==> src/rtl/debug_unit_pkg.sv <==
// rtl/debug_unit_pkg.sv - command codes, ACK byte and FSM states for the MIPS debug unit
package debug_unit_pkg;

    localparam logic [7:0] CMD_LOAD = 8'h4C;
    localparam logic [7:0] CMD_RUN  = 8'h52;
    localparam logic [7:0] CMD_STEP = 8'h53;
    localparam logic [7:0] CMD_DUMP = 8'h44;
    localparam logic [7:0] ACK_BYTE = 8'h06;

    typedef enum logic [3:0] {
        IDLE,
        LOAD_CNT,
        LOAD_BYTE,
        LOAD_WRITE,
        LOAD_ACK,
        ACK_SEND,
        RUN,
        STEP,
        DUMP_SET,
        DUMP_WAIT,
        DUMP_CAP,
        DUMP_SEND
    } stateT;

endpackage

==> src/rtl/debug_word_serializer.sv <==
// rtl/debug_word_serializer.sv - captures one word and sends it LSB byte first over a valid/ready stream
module debug_word_serializer #(
    parameter int NB_DATA = 32,
    parameter int NB_BYTE = 8
) (
    input  logic               clk,
    input  logic               rstN,
    input  logic               load,
    input  logic               single,
    input  logic [NB_DATA-1:0] word,
    output logic [NB_BYTE-1:0] txTdata,
    output logic               txTvalid,
    input  logic               txTready,
    output logic               busy
);

    localparam int N_BYTES = NB_DATA / NB_BYTE;
    localparam int CNT_W   = $clog2(N_BYTES + 1);

    logic [NB_DATA-1:0] shiftReg;
    logic [CNT_W-1:0]   remaining;

    assign busy = (remaining != '0);

    // A load is only honoured while idle; the next byte is presented the cycle after each handshake.
    always_ff @(posedge clk or negedge rstN) begin
        if (!rstN) begin
            shiftReg  <= '0;
            remaining <= '0;
            txTdata   <= '0;
            txTvalid  <= 1'b0;
        end else if (remaining == '0) begin
            if (load) begin
                shiftReg  <= word >> NB_BYTE;
                txTdata   <= word[NB_BYTE-1:0];
                txTvalid  <= 1'b1;
                remaining <= single ? CNT_W'(1) : CNT_W'(N_BYTES);
            end
        end else if (txTvalid && txTready) begin
            if (remaining == CNT_W'(1)) begin
                txTvalid  <= 1'b0;
                remaining <= '0;
            end else begin
                txTdata   <= shiftReg[NB_BYTE-1:0];
                shiftReg  <= shiftReg >> NB_BYTE;
                remaining <= remaining - CNT_W'(1);
            end
        end
    end

endmodule

==> src/rtl/debug_unit.sv <==
// rtl/debug_unit.sv - UART-driven program load, run/step and state dump controller for the MIPS pipeline
module debug_unit
    import debug_unit_pkg::*;
#(
    parameter int NB_DATA        = 32,
    parameter int NB_PC          = 32,
    parameter int N_REG          = 32,
    parameter int NB_BYTE        = 8,
    parameter int MEM_DUMP_WORDS = 16,
    parameter int MAX_RUN_CYCLES = 1024
) (
    input  logic                     i_clk,
    input  logic                     i_rst_n,
    input  logic [NB_BYTE-1:0]       i_rx_data,
    input  logic                     i_rx_valid,
    output logic [NB_BYTE-1:0]       o_tx_data,
    output logic                     o_tx_valid,
    input  logic                     i_tx_ready,
    output logic                     o_cpu_rst,
    output logic                     o_pipe_enabled,
    output logic                     o_instruction_write,
    output logic [NB_PC-1:0]         o_instruction_addr,
    output logic [NB_DATA-1:0]       o_instruction_data,
    output logic [$clog2(N_REG)-1:0] o_reg_index_addr,
    input  logic [NB_DATA-1:0]       i_reg_data,
    output logic [NB_DATA-1:0]       o_memory_addr,
    input  logic [NB_DATA-1:0]       i_memory_data,
    input  logic [NB_PC-1:0]         i_pc_count
);

    localparam int IDX_W      = $clog2(N_REG);
    localparam int DUMP_WORDS = 1 + N_REG + MEM_DUMP_WORDS;
    localparam int DIDX_W     = $clog2(DUMP_WORDS);
    localparam int CYC_W      = $clog2(MAX_RUN_CYCLES + 1);
    localparam int BI_W       = $clog2(NB_DATA / NB_BYTE);

    stateT              state;
    logic [NB_BYTE-1:0] wordCnt;
    logic [NB_BYTE-1:0] wordIdx;
    logic [BI_W-1:0]    byteIdx;
    logic [NB_DATA-1:0] instrBuf;
    logic [NB_PC-1:0]   endAddr;
    logic [CYC_W-1:0]   cycleCnt;
    logic               ackCnt;
    logic [DIDX_W-1:0]  dumpIdx;
    logic               runGo;
    logic               serLoad;
    logic               serSingle;
    logic [NB_DATA-1:0] serWord;
    logic               serBusy;

    // Enable is decided from the current PC, so a PC already at end_addr never gets an enabled cycle.
    assign runGo = (state == RUN) && (i_pc_count != endAddr)
                   && (cycleCnt != CYC_W'(MAX_RUN_CYCLES));
    assign o_pipe_enabled = runGo || (state == STEP);

    assign serLoad   = (state == DUMP_CAP) || ((state == LOAD_ACK) && ackCnt);
    assign serSingle = (state == LOAD_ACK);

    always_comb begin
        serWord = i_memory_data;
        if (state == LOAD_ACK)
            serWord = NB_DATA'(ACK_BYTE);
        else if (dumpIdx == '0)
            serWord = NB_DATA'(i_pc_count);
        else if (dumpIdx <= DIDX_W'(N_REG))
            serWord = i_reg_data;
    end

    always_ff @(posedge i_clk or negedge i_rst_n) begin
        if (!i_rst_n) begin
            state               <= IDLE;
            o_cpu_rst           <= 1'b1;
            o_instruction_write <= 1'b0;
            o_instruction_addr  <= '0;
            o_instruction_data  <= '0;
            o_reg_index_addr    <= '0;
            o_memory_addr       <= '0;
            wordCnt             <= '0;
            wordIdx             <= '0;
            byteIdx             <= '0;
            instrBuf            <= '0;
            endAddr             <= '0;
            cycleCnt            <= '0;
            ackCnt              <= 1'b0;
            dumpIdx             <= '0;
        end else begin
            o_cpu_rst           <= 1'b0;
            o_instruction_write <= 1'b0;
            case (state)
                IDLE: begin
                    dumpIdx  <= '0;
                    cycleCnt <= '0;
                    if (i_rx_valid) begin
                        case (i_rx_data)
                            CMD_LOAD: state <= LOAD_CNT;
                            CMD_RUN:  state <= RUN;
                            CMD_STEP: state <= STEP;
                            CMD_DUMP: state <= DUMP_SET;
                            default:  state <= IDLE;
                        endcase
                    end
                end
                LOAD_CNT: begin
                    if (i_rx_valid) begin
                        wordCnt <= i_rx_data;
                        wordIdx <= '0;
                        byteIdx <= '0;
                        if (i_rx_data == '0) begin
                            endAddr   <= '0;
                            ackCnt    <= 1'b0;
                            o_cpu_rst <= 1'b1;
                            state     <= LOAD_ACK;
                        end else begin
                            state <= LOAD_BYTE;
                        end
                    end
                end
                LOAD_BYTE: begin
                    if (i_rx_valid) begin
                        instrBuf <= {i_rx_data, instrBuf[NB_DATA-1:NB_BYTE]};
                        byteIdx  <= byteIdx + BI_W'(1);
                        if (byteIdx == '1) begin
                            o_instruction_data  <= {i_rx_data, instrBuf[NB_DATA-1:NB_BYTE]};
                            o_instruction_addr  <= NB_PC'(wordIdx) << 2;
                            o_instruction_write <= 1'b1;
                            state               <= LOAD_WRITE;
                        end
                    end
                end
                LOAD_WRITE: begin
                    wordIdx <= wordIdx + NB_BYTE'(1);
                    if (wordIdx + NB_BYTE'(1) == wordCnt) begin
                        endAddr   <= NB_PC'(wordCnt) << 2;
                        ackCnt    <= 1'b0;
                        o_cpu_rst <= 1'b1;
                        state     <= LOAD_ACK;
                    end else begin
                        state <= LOAD_BYTE;
                    end
                end
                LOAD_ACK: begin
                    if (!ackCnt) begin
                        ackCnt    <= 1'b1;
                        o_cpu_rst <= 1'b1;
                    end else begin
                        state <= ACK_SEND;
                    end
                end
                ACK_SEND: if (!serBusy) state <= IDLE;
                RUN: begin
                    if (runGo) cycleCnt <= cycleCnt + CYC_W'(1);
                    else       state    <= DUMP_SET;
                end
                STEP: state <= DUMP_SET;
                DUMP_SET: begin
                    if (dumpIdx != '0 && dumpIdx <= DIDX_W'(N_REG))
                        o_reg_index_addr <= IDX_W'(dumpIdx - DIDX_W'(1));
                    else if (dumpIdx > DIDX_W'(N_REG))
                        o_memory_addr <= NB_DATA'(dumpIdx - DIDX_W'(N_REG + 1)) << 2;
                    state <= DUMP_WAIT;
                end
                DUMP_WAIT: state <= DUMP_CAP;
                DUMP_CAP:  state <= DUMP_SEND;
                DUMP_SEND: begin
                    if (!serBusy) begin
                        if (dumpIdx == DIDX_W'(DUMP_WORDS - 1)) begin
                            state <= IDLE;
                        end else begin
                            dumpIdx <= dumpIdx + DIDX_W'(1);
                            state   <= DUMP_SET;
                        end
                    end
                end
                default: state <= IDLE;
            endcase
        end
    end

    debug_word_serializer #(
        .NB_DATA (NB_DATA),
        .NB_BYTE (NB_BYTE)
    ) u_serializer (
        .clk      (i_clk),
        .rstN     (i_rst_n),
        .load     (serLoad),
        .single   (serSingle),
        .word     (serWord),
        .txTdata  (o_tx_data),
        .txTvalid (o_tx_valid),
        .txTready (i_tx_ready),
        .busy     (serBusy)
    );

endmodule
==> config.mk <==
export PLATFORM = sky130hd
export DESIGN_NAME = debug_unit
export DESIGN_NICKNAME = d
export VERILOG_FILES = /design/src/rtl/debug_unit_pkg.sv /design/src/rtl/debug_word_serializer.sv /design/src/rtl/debug_unit.sv
export SDC_FILE = /design/constraint.sdc
export NUM_CORES = 1
export LEC_CHECK = 0
export ABC_AREA = 1
export BUFFER_PORTS_ARGS = -buffer_cell sky130_fd_sc_hd__buf_2
export CORE_MARGIN = 2
export CORE_UTILIZATION = 48
export CTS_CLUSTER_SIZE = 30
export DETAILED_ROUTE_END_ITERATION = 6
export MAX_ROUTING_LAYER = met4
export PLACE_DENSITY = 0.78
export SLEW_MARGIN = 20
export SYNTH_ARGS = -nofsm -noshare
export SYNTH_HDL_FRONTEND = slang
export SYNTH_SLANG_ARGS = --single-unit
==> constraint.sdc <==
create_clock -name i_clk -period 1.86 [get_ports i_clk]
set_input_delay 0.279 -clock i_clk [delete_from_list [all_inputs] [get_ports i_clk]]
set_output_delay 0.279 -clock i_clk [all_outputs]
set_load 0.05 [all_outputs]
Yosys cells after proc, flatten, opt, wreduce, memory -nomap -nowiden
Cells that the tools add are included.

Bits in registers: 225. Output and inout port bits: 113.

Add/subtract/negate cells: 7. Magnitude comparators: 2. Equality and inequality tests: 35. Multiplexer cells: 59. Bitwise operators: 1. Reduce and logical (&&, ||, !) cells: 35.

Operators by type and width (number): 32-bit two-way mux (10); 32-bit case mux with 2 select lines (1); 4-bit case mux with 12 select lines (1); 8-bit two-way mux (5); 4-bit two-way mux (9); 8-bit by 7-bit equality test with 1-bit output (second input constant) (4); 32-bit != test (1); 2-bit != test (second input constant) (13); 11-bit case mux with 2 select lines (1); 3-bit two-way mux (7); 3-bit AND reduction (6); 4-bit by 3-bit equality test with 1-bit output (second input constant) (4); 4-bit equality test (second input constant) (4); 4-bit case mux with 4 select lines (1); 8-bit case mux with 2 select lines (1); 1-bit two-way mux (14); 6-bit two-way mux (2); 6-bit case mux with 2 select lines (1); 2-bit AND reduction (6); 2-bit nonzero test (6); 11-bit by 1-bit adder with 11-bit output (second input constant) (1); 11-bit two-way mux (1); 11-bit != test (second input constant) (1); 8-bit by 1-bit adder with 8-bit output (second input constant) (1); 28 further kinds (38).

Logic depth before layout (Yosys ltp)
Gate-level depths: netlist (run 1).

Depth in word-level cells: 6. Depth in mapped cells: 14.

Hierarchy
From an unflattened synthesis (run 1), not the netlist that was laid out.

Cell total of the unflattened synthesis: 1214. Area total of the unflattened synthesis: 9212.6 µm².

Modules (own cells, without submodules): debug_unit (instances 1, cells each 950, area an instance 7218.2 µm²); debug_word_serializer (instances 1, cells each 264, area an instance 1994.4 µm²).

Worst setup path after synthesis (run 1)
OpenSTA, ideal clock, no wires.

Path kind: register to output. From: reg state[3]. To: out o_pipe_enabled. Arrival: 1653 ps. Slack: -72 ps. Cell stages (with the launch flop): 4. Buffers on the path: 0. Cell sequence: dfrtp_1 -> inv_2 -> nand2_1 -> o21ai_0.

Longest elaborated chain between the ends: 4.

Ends and longest elaborated chain: start: declaration (RTL line debug_unit.sv:37) `stateT state;`; start signal: assignment (RTL line debug_unit.sv:72) `state <= IDLE;`; start signal: assignment (RTL line debug_unit.sv:96) `CMD_LOAD: state <= LOAD_CNT;`; start signal: assignment (RTL line debug_unit.sv:97) `CMD_RUN: state <= RUN;`; 4-bit by 3-bit equality test with 1-bit output (RTL line debug_unit.sv:53) `assign runGo = (state == RUN) && (i_pc_count != endAddr)`; 1-bit logical AND (RTL line debug_unit.sv:53); 1-bit logical AND (RTL line debug_unit.sv:54) `&& (cycleCnt != CYC_W'(MAX_RUN_CYCLES));`; 1-bit logical OR * (RTL line debug_unit.sv:55) `assign o_pipe_enabled = runGo || (state == STEP);`; end: declaration (RTL line debug_unit.sv:20) `output logic o_pipe_enabled,`.

Every way passes the cells marked *; elsewhere a longest branch is shown, timed or not.

Worst setup path in the final report (run 1)
From: reg endAddr[9]. To: out o_pipe_enabled.

Longest elaborated chain between the ends: 4.

Ends and longest elaborated chain: start: declaration (RTL line debug_unit.sv:42) `logic [NB_PC-1:0] endAddr;`; start signal: assignment (RTL line debug_unit.sv:134) `endAddr <= NB_PC'(wordCnt) << 2;`; 32-bit != test (RTL line debug_unit.sv:53); 1-bit logical AND (RTL line debug_unit.sv:53); 1-bit logical AND (RTL line debug_unit.sv:54); 1-bit logical OR (RTL line debug_unit.sv:55).

No other way between the ends.

==> results of run 1 <==
[cells in the final DEF, fill, tap and decap left out, types with 4 or more instances in the layout]
master,Yosys,layout
ha_4,0,4
nand3_1,70,62
buf_2,14,192
nand2_1,318,295
o211ai_1,24,24
nand2_2,3,22
buf_4,51,50
conb_1,1,26
inv_2,15,24
nand3_2,2,8
dfrtp_2,0,4
nor2_1,73,62
nor2_4,3,9
buf_12,0,12
o22ai_1,6,6
inv_6,0,5
a31oi_1,23,19
nor4_1,7,7
dfrtp_1,161,157
nor3_1,9,7
nand4_1,8,8
xor2_1,10,10
nor2_2,5,10
o22ai_2,7,7
ha_1,10,6
o21ai_0,84,79
a21oi_1,7,6
clkbuf_16,0,23
nand2_4,1,4
nand3b_1,7,7
buf_6,4,12
inv_1,93,81
o21ai_1,34,36
[worst max-delay path: cells and delay by family (launching register included)]
kind / cells / cell delay, ps
compound gates: 1 / 90
xor+xnor: 1 / 170
simple gates: 4 / 550
buf+inv: 1 / 160
flops: 1 / 420
[cells in the mapped netlist (8+ instances only)]
master	n	area (um2)
nand2_1	318	1190
dfrtp_1	161	4030
inv_1	93	349
o21ai_0	84	420
nor2_1	73	274
nand3_1	70	350
buf_4	51	383
o21ai_1	34	170
o211ai_1	24	180
a31oi_1	23	144
clkbuf_1	15	56.3
inv_2	15	56.3
buf_2	14	70.1
ha_1	10	125
xor2_1	10	87.6
nor3_1	9	45.0
nand4_1	8	50.1
[registers in the layout (all words and copies together) (netlist names), 4 cells and up]
signal                 count
o_memory_addr              7
wordIdx                    8
o_reg_index_addr           5
instrBuf                  24
o_instruction_addr         8
state                      4
u_serializer.txTdata       8
dumpIdx                    6
wordCnt                    8
endAddr                    8
o_instruction_data        32
cycleCnt                  11
u_serializer.shiftReg     24
[path summary, 6_finish.rpt]
| check | from | end | slack (ps) | cells after the start |
|---|---|---|---|---|
| worst max-delay path | endAddr[9]$_DFFE_PN0P_ | o_pipe_enabled | -230 | 7 |
| worst min-delay path | i_rx_data[6] | wordCnt[6]$_DFFE_PN0P_ | 90 | 3 |
| worst max register to register | endAddr[9]$_DFFE_PN0P_ | cycleCnt[3]$_DFFE_PN0P_ | -120 | 12 |
| worst min register to register | o_instruction_data[3]$_DFFE_PN0P_ | o_instruction_data[3]$_DFFE_PN0P_ | 470 | 2 |
| max in group asynchronous | i_rst_n | o_cpu_rst$_DFF_PN1_ | 850 | 3 |
| min in group asynchronous | i_rst_n | o_instruction_data[14]$_DFFE_PN0P_ | 360 | 2 |
[stage by stage]
step / hold slack [ps] / total power [W] / setup TNS [ps] / area [um2] / instances
2_1_floorplan: -16.6 / 0.0102 / 0 / 8680 / 1110
3_3_place_gp: 269 / 0.0118 / 0 / 9860 / 1493
3_5_place_dp: 268 / 0.0120 / -558 / 9860 / 1493
4_1_cts: 82.4 / 0.0159 / -292 / 10600 / 1533
5_1_grt: 120 / 0.0180 / -6460 / 11300 / 1556
6_report: 90.8 / 0.0171 / -1690 / 11300 / 1556
[report_power, final]
group	internal, W	switching, W
combinational	0.00275	0.00509
clock	0.00216	0.00155
sequential	0.00471	0.000830
total	0.00962	0.00747
[cell type report]
class	instances	area share [%]
Clock inverter	15	1.73
Clock buffer	17	3.77
Timing Repair Buffer	274	16.7
Multi-Input combinational cell	754	35.6
Tap cell	225	2.49
Antenna cell	1	0.0222
Inverter	108	3.70
Sequential cell	162	35.9
[routing by layer]
layer  part of all wire (%)  routed length (um)  track usage [%]
met2                     52               12900             40.8
met4                    2.8                 697             8.33
met3                    6.8                1700             4.53
met1                     39                9670             30.2
met5                      0                   0                -
[kinds of logic (layout without fill, tap and decap cells)]
group | count (synthesis) | in the layout | synth area share (%)
AOI/OAI and AO/OA | 195 | 195 | 13.5
xor gates and xnor gates | 14 | 14 | 1.43
DFF | 162 | 162 | 47.2
and+or+nand+nor | 509 | 509 | 25.0
other | 1 | 27 | 0.0437
buffers and inverters | 194 | 414 | 11.3
adders and majority gates | 10 | 10 | 1.46
[what timing repair did]
item | in CTS | in global routing
gates cloned | 0 | 7
endpoints found under the setup margin | 42 | 102
endpoints found under the hold margin | 45 | 0
resized for setup | 23 | 102
pin swaps | 15 | 19
setup buffers | 7 | 15
hold buffers | 1 | 0
==> summary.md, run 1 <==
| Metric | Value |
|---|---|
| CTS root buf | clkbuf_16 |
| Final hold vios | 0 |
| Total track usage | 24.5% |
| Biggest cell delay along the critical path | ~420 ps |
| Die Span Y | 138 um |
| Final core occ | 64.8% |
| WL/cell | about 16 um |
| Vias in the first global route | 7379 |
| Area growth from synthesis to layout | 31.6% |
| Crit Path Category | reg -> out |
| Die X | 138 um |
| Sequential fraction of the synthesis area | 47.2% |
| Share of cells above drive strength 1 | 31.7% |
| CTS tree | yes |
| Fmax | 478 MHz |
| Post-synth EDFFs | 0 |
| Initial antenna violation count | 1 |
| First-pass GRT wire length | 35400 um |
| Clk sinks | 162 |
| Via count | 8365 |
| Final setup viols | 22 |
| DP HPWL | about 16000 um |
| Slowest-stage cell, CP | dfrtp_1 |
| Power Dens Cells | 1510 nW/um2 |
| Worst slew margin | 66.0% |
| Synth async-reset ratio | 100% |
| Number of H-tree levels | 4 |
| Synthesis-stage register bit count | 162 |
| FP Rows | 48 |
| Unrepaired setup endpoints after global routing | yes |
| Period utilization | 113% |
| Setup slack at placement | -45.7 ps |
| IO Pins | 221 |
| CP Launch Type | register |
| Antenna-violating nets left | 0 |
| Initial core utilization | just under 50% |
| Post-DR vias/cell | between 5 and 6 |
| Core area | about 17000 um2 |
| Synth unique cells | 43 |
| Final Slew Violations | 0 |
| Fill cells | around 1400 |
| Residual DRC count | 0 |
| Leakage | 5.67 nW |
| Worst min path class | in -> reg |
| Routability-driven placement congestion ratio | 0.905 |
| Cell count after synthesis | between 1000 and 1500 |
| Crit-path most repeated cell | nand2_1 |
| Required @ worst endpoint | 1580 ps |
| Final global-route overflow total | 0 |
| DR iter-0 viols | 607 |
| Warnings, synthesis | 0 |
| Failing checks | setup timing |
| Avg Inst Size Synth | 7.91 um2 |
| Layout Skew | roughly 13 ps |
| Minimum clock period | 2090 ps |
| Final wirelength | 25000 um |
| Slew @ Worst Pin | 510 ps |
| Post-layout nets | 1435 |
| Num CTS Buffers | 17 |
| Worst-Skew Late Latency | roughly 430 ps |
| Max clock buf depth | 2 |
| Peak supply drop | 0.00118 V |
| PortBufs | 194 |
| Seq. cell area | approximately 4100 um2 |
| Synth Flop Type | dfrtp_1 |
| Area occupied by multi-input gates | between 4000 and 5000 um2 |
| Largest net degree at the start of global routing | 51 |
| Critical path cell sequence | xnor2_2 > nand4_1 > nor2_2 > nand2_1 > nand2_1 > o21ai_2 > buf_6 |
| Die Area | 19000 um2 |
| Arrival @ worst endpoint | 1810 ps |
| Max-Cap Viols | 0 |
| DR pass1 iterations | 5 |
| Min setup slack post-route | -233 ps |
| Clock Pin Slew Worst Setup and Hold Paths | ~60 ps |
| Mapped cell area | 8580 um2 |
| Status | complete, but fails checks |
| Critical path fanouts, max | 2 |
| Critical Path End Type | primary output |
Power figures use the tool's default switching activity.
==> run 2: changes to the inputs <==
--- a/config.mk
+++ b/config.mk
@@ -6,12 +6,12 @@
 export NUM_CORES = 1
 export LEC_CHECK = 0
-export ABC_AREA = 1
 export BUFFER_PORTS_ARGS = -buffer_cell sky130_fd_sc_hd__buf_2
 export CORE_MARGIN = 2
-export CORE_UTILIZATION = 48
+export CORE_UTILIZATION = 49
 export CTS_CLUSTER_SIZE = 30
 export DETAILED_ROUTE_END_ITERATION = 6
+export HOLD_SLACK_MARGIN = 0.03
 export MAX_ROUTING_LAYER = met4
-export PLACE_DENSITY = 0.78
+export PLACE_DENSITY = 0.79
 export SLEW_MARGIN = 20
 export SYNTH_ARGS = -nofsm -noshare
==> constraint.sdc (replaced) <==
create_clock -name i_clk -period 1.86 [get_ports i_clk]
set_input_delay 0.186 -clock i_clk [delete_from_list [all_inputs] [get_ports i_clk]]
set_output_delay 0.186 -clock i_clk [all_outputs]
set_load 0.05 [all_outputs]
==> run 2 against run 1 <==
  * Worst setup slack lost 160 ps
  * Area after synthesis is 5.0% higher
  * The flow still finishes with violations (setup timing)
  * Critical path type unchanged
  * Combinational power down 11%
==> summary.md, run 2 <==
| Metric | Value |
|---|---|
| Status | complete, but fails checks |
| Minimum clock period | 2250 ps (+155 ps) |
| Critical path cell sequence | xnor2_1 > nand4_1 > nor4_4 > or2_4 > o21ai_2 > buf_6 |
| Hold Crit Depth | 2 (-1) |
| Worst-Skew Late Latency | 440 ps (about the same) |
| WL/cell | 19.5 um (+21%) |
| CTS tree | yes |
| Worst slew margin | 63.2% (-2.8 points) |
| Layout Skew | 13.4 ps (-0.00170 ps) |
| Die Area | 19500 um2 (+2.8%) |
| Worst min path class | in -> reg |
| Critical Path End Type | primary output |
| Die Span Y | 140 um (+1.4%) |
| RR Endpoint | endAddr[7]$_DFFE_PN0P_ |
| Slowest-stage cell, CP | dfrtp_1 |
| Post-layout nets | 1278 (-11%) |
| Avg Inst Size Synth | 10.5 um2 (+33%) |
| Antenna-violating nets left | 0 (unchanged) |
| Residual DRC count | 0 (unchanged) |
| Hold WS | 48.7 ps (-42.1 ps) |
| Leakage | 6.18 nW (+9.0%) |
| Number of H-tree levels | 4 (unchanged) |
| Grt met2 use | 42.2% (+1.5 points) |
| Most used routing layer | met2 |
| Synthesis-stage register bit count | 162 (unchanged) |
| Max clock buf depth | 2 (unchanged) |
| Post-synth EDFFs | 0 (unchanged) |
| Mapped cell area | 9010 um2 (+5.0%) |
| Peak supply drop | 0.00121 V (+2.6%) |
| Top flop regs | o_instruction_data (32), instrBuf (24), u_serializer.shiftReg (24) |
| PortBufs | 194 (unchanged) |
| Hold EP | o_instruction_data[31]$_DFFE_PN0P_ |
| Critical path's top delay family | simple AND/OR/NAND/NOR gates |
| FP Rows | 49 (+2.1%) |
| CP Buf/Inv Count | 1 (unchanged) |
| R2R setup slack | -240 ps (-120 ps) |
| CP Launch Type | register |
| Share of cells above drive strength 1 | 52.3% (+21 points) |
| Power Dens Cells | 1230 nW/um2 (-19%) |
| Num CTS Buffers | 17 (unchanged) |
| Synth unique cells | 75 (+74%) |
| Core area | 18000 um2 (+3.5%) |
| Area growth from synthesis to layout | 41.8% |
| Clock Pin Slew Worst Setup and Hold Paths | 80 ps (+20 ps) |
| Max reg flops | 32 (unchanged) |
| Warnings, synthesis | 0 (unchanged) |
| Synth async-reset ratio | 100% (unchanged) |
| Sequential fraction of the synthesis area | 45.0% (-2.2 points) |
| Worst hold start | i_rx_data[7] |
| Most frequent cells in the layout | buf_2, dfrtp_1, buf_4 |
| Total track usage | 25.7% (+1.3 points) |
| Max-Cap Viols | 0 (unchanged) |
| Critical path fanouts, max | 2 (unchanged) |
| Slew @ Worst Pin | 551 ps (+41.4 ps) |
| Final global-route overflow total | 0 (unchanged) |
| Crit Path Category | reg -> out |
| GR Layer Usage met3 | 4.58% (+0.051 points) |
| Largest register by flop count | o_instruction_data |
| Arrival @ worst endpoint | 2060 ps (+250 ps) |
| Post-synth top cells | dfrtp_1, mux2_2, a211oi_1, nand2_1, buf_4 |
| Final setup viols | 58 (+160%) |
| Via count | 8135 (-2.7%) |
| Final core occ | 70.9% (+6.0 points) |
| R2R depth | 9 (-3) |
| Share of the synthesized area in the top cell type | 44.7% (-2.2 points) |
| Final Slew Violations | 0 (unchanged) |
| Synth Flop Type | dfrtp_1 |
| GRT met1 Usage | 32.6% (+2.4 points) |
| Post-synth top area cell | dfrtp_1 |
| Commonest non-fill, non-tap cell in the layout | buf_2 |
| Clk sinks | 162 (unchanged) |
| Failing checks | setup timing |
| First-pass GRT wire length | 39000 um (+10%) |
| Worst reg2reg path startpoint | wordIdx[0]$_DFFE_PN0P_ |
| Final hold vios | 0 (unchanged) |
| Unrepaired setup endpoints after global routing | yes |
| Biggest cell delay along the critical path | 400 ps (-20 ps) |
| CTS root buf | clkbuf_16 |
| Fmax | 445 MHz (-6.9%) |
| Post-DR vias/cell | 5.80 (+7.9%) |
| Period utilization | 121% (+8.3 points) |
| Top-count cell post-synth | dfrtp_1 |
| Required @ worst endpoint | 1670 ps (+90 ps) |
| Largest cells by area after synthesis | dfrtp_1, mux2_2, a211oi_1 |
| Min setup slack post-route | -388 ps (-155 ps) |
| Final wirelength | 27300 um (+9.3%) |
| Cell count after synthesis | 859 (-21%) |
| DR iter-0 viols | 688 (+13%) |
| Vias in the first global route | 7590 (+2.9%) |
| Die X | 140 um (+1.4%) |
| Initial core utilization | 50.0% (+0.72 points) |
| IO Pins | 221 (unchanged) |
| DP HPWL | 16800 um (+1.8%) |
| DR pass1 iterations | 5 (unchanged) |
| Fill cells | 1218 (-12%) |
| Largest net degree at the start of global routing | 66 (+29%) |
| Routability-driven placement congestion ratio | 0.894 (-1.1%) |
| Initial antenna violation count | 1 (unchanged) |
[run 2: logic make-up (layout without fill, tap and decap cells)]
kind of cell | Yosys count | after routing | synth area share, %
simple gates | 216 | 217 | 13.2
other cells | 1 | 27 | 0.0416
flops | 162 | 162 | 45.0
xor+xnor | 30 | 30 | 2.92
compound gates | 211 | 212 | 16.0
mux | 106 | 106 | 12.8
fa+ha+maj | 10 | 10 | 1.39
buf+inv | 123 | 410 | 8.68
[run 2: metrics by stage]
stage / instances / worst slack, ps / total power, W / cell area (um2) / TNS (ps)
6_report: 1403 / -388 / 0.0157 / 12800 / -7330
5_1_grt: 1403 / -468 / 0.0164 / 12800 / -12400
4_1_cts: 1380 / -369 / 0.0150 / 12100 / -5420
3_5_place_dp: 1328 / -503 / 0.0107 / 10800 / -9480
3_3_place_gp: 1328 / -457 / 0.0105 / 10800 / -7330
2_1_floorplan: 884 / -72.5 / 0.00879 / 9250 / -2520
[run 2: repair_timing]
item / CTS / global route
endpoints found under the setup margin: 98 / 103
resized for setup: 85 / 124
hold endpoints to repair: 48 / 0
hold buffers: 1 / 0
pin swaps: 66 / 51
setup buffers: 14 / 20
cloned: 6 / 7
[run 2: layer usage]
metal	up-vias	part of all wire [%]
met2	392	50
met5	-	0
li1	3680	-
met1	3982	41
met4	0	3.1
met3	81	6.5
[run 2: worst max-delay path by stage]
stage	from	to	cells past startpoint
after global placement	i_pc_count[22]	cycleCnt[1]$_DFFE_PN0P_	10
after floorplan	dumpIdx[0]$_DFFE_PN0P_	u_serializer.shiftReg[21]$_DFFE_PN0P_	8
after detailed placement	i_pc_count[22]	cycleCnt[1]$_DFFE_PN0P_	10
final	endAddr[9]$_DFFE_PN0P_	o_pipe_enabled	6
after CTS	endAddr[9]$_DFFE_PN0P_	o_pipe_enabled	6
after global routing	endAddr[9]$_DFFE_PN0P_	o_pipe_enabled	6
[run 2: layout make-up]
type	instances	area, um2	area share [%]
antenna	1	2.50	0.0196
clock buffer	17	425	3.33
clock inverter	15	216	1.69
inverter	17	63.8	0.499
multi-input combinational	601	5060	39.6
sequential	162	4060	31.8
tap	229	287	2.24
timing repair buffer	361	2660	20.8
[run 2: power by group]
part	internal, W	switching, W	leakage, nW	total (W)
registers	0.00434	0.000668	2.16	0.00500
logic	0.00317	0.00380	3.71	0.00698
clock network	0.00187	0.00182	0.306	0.00369
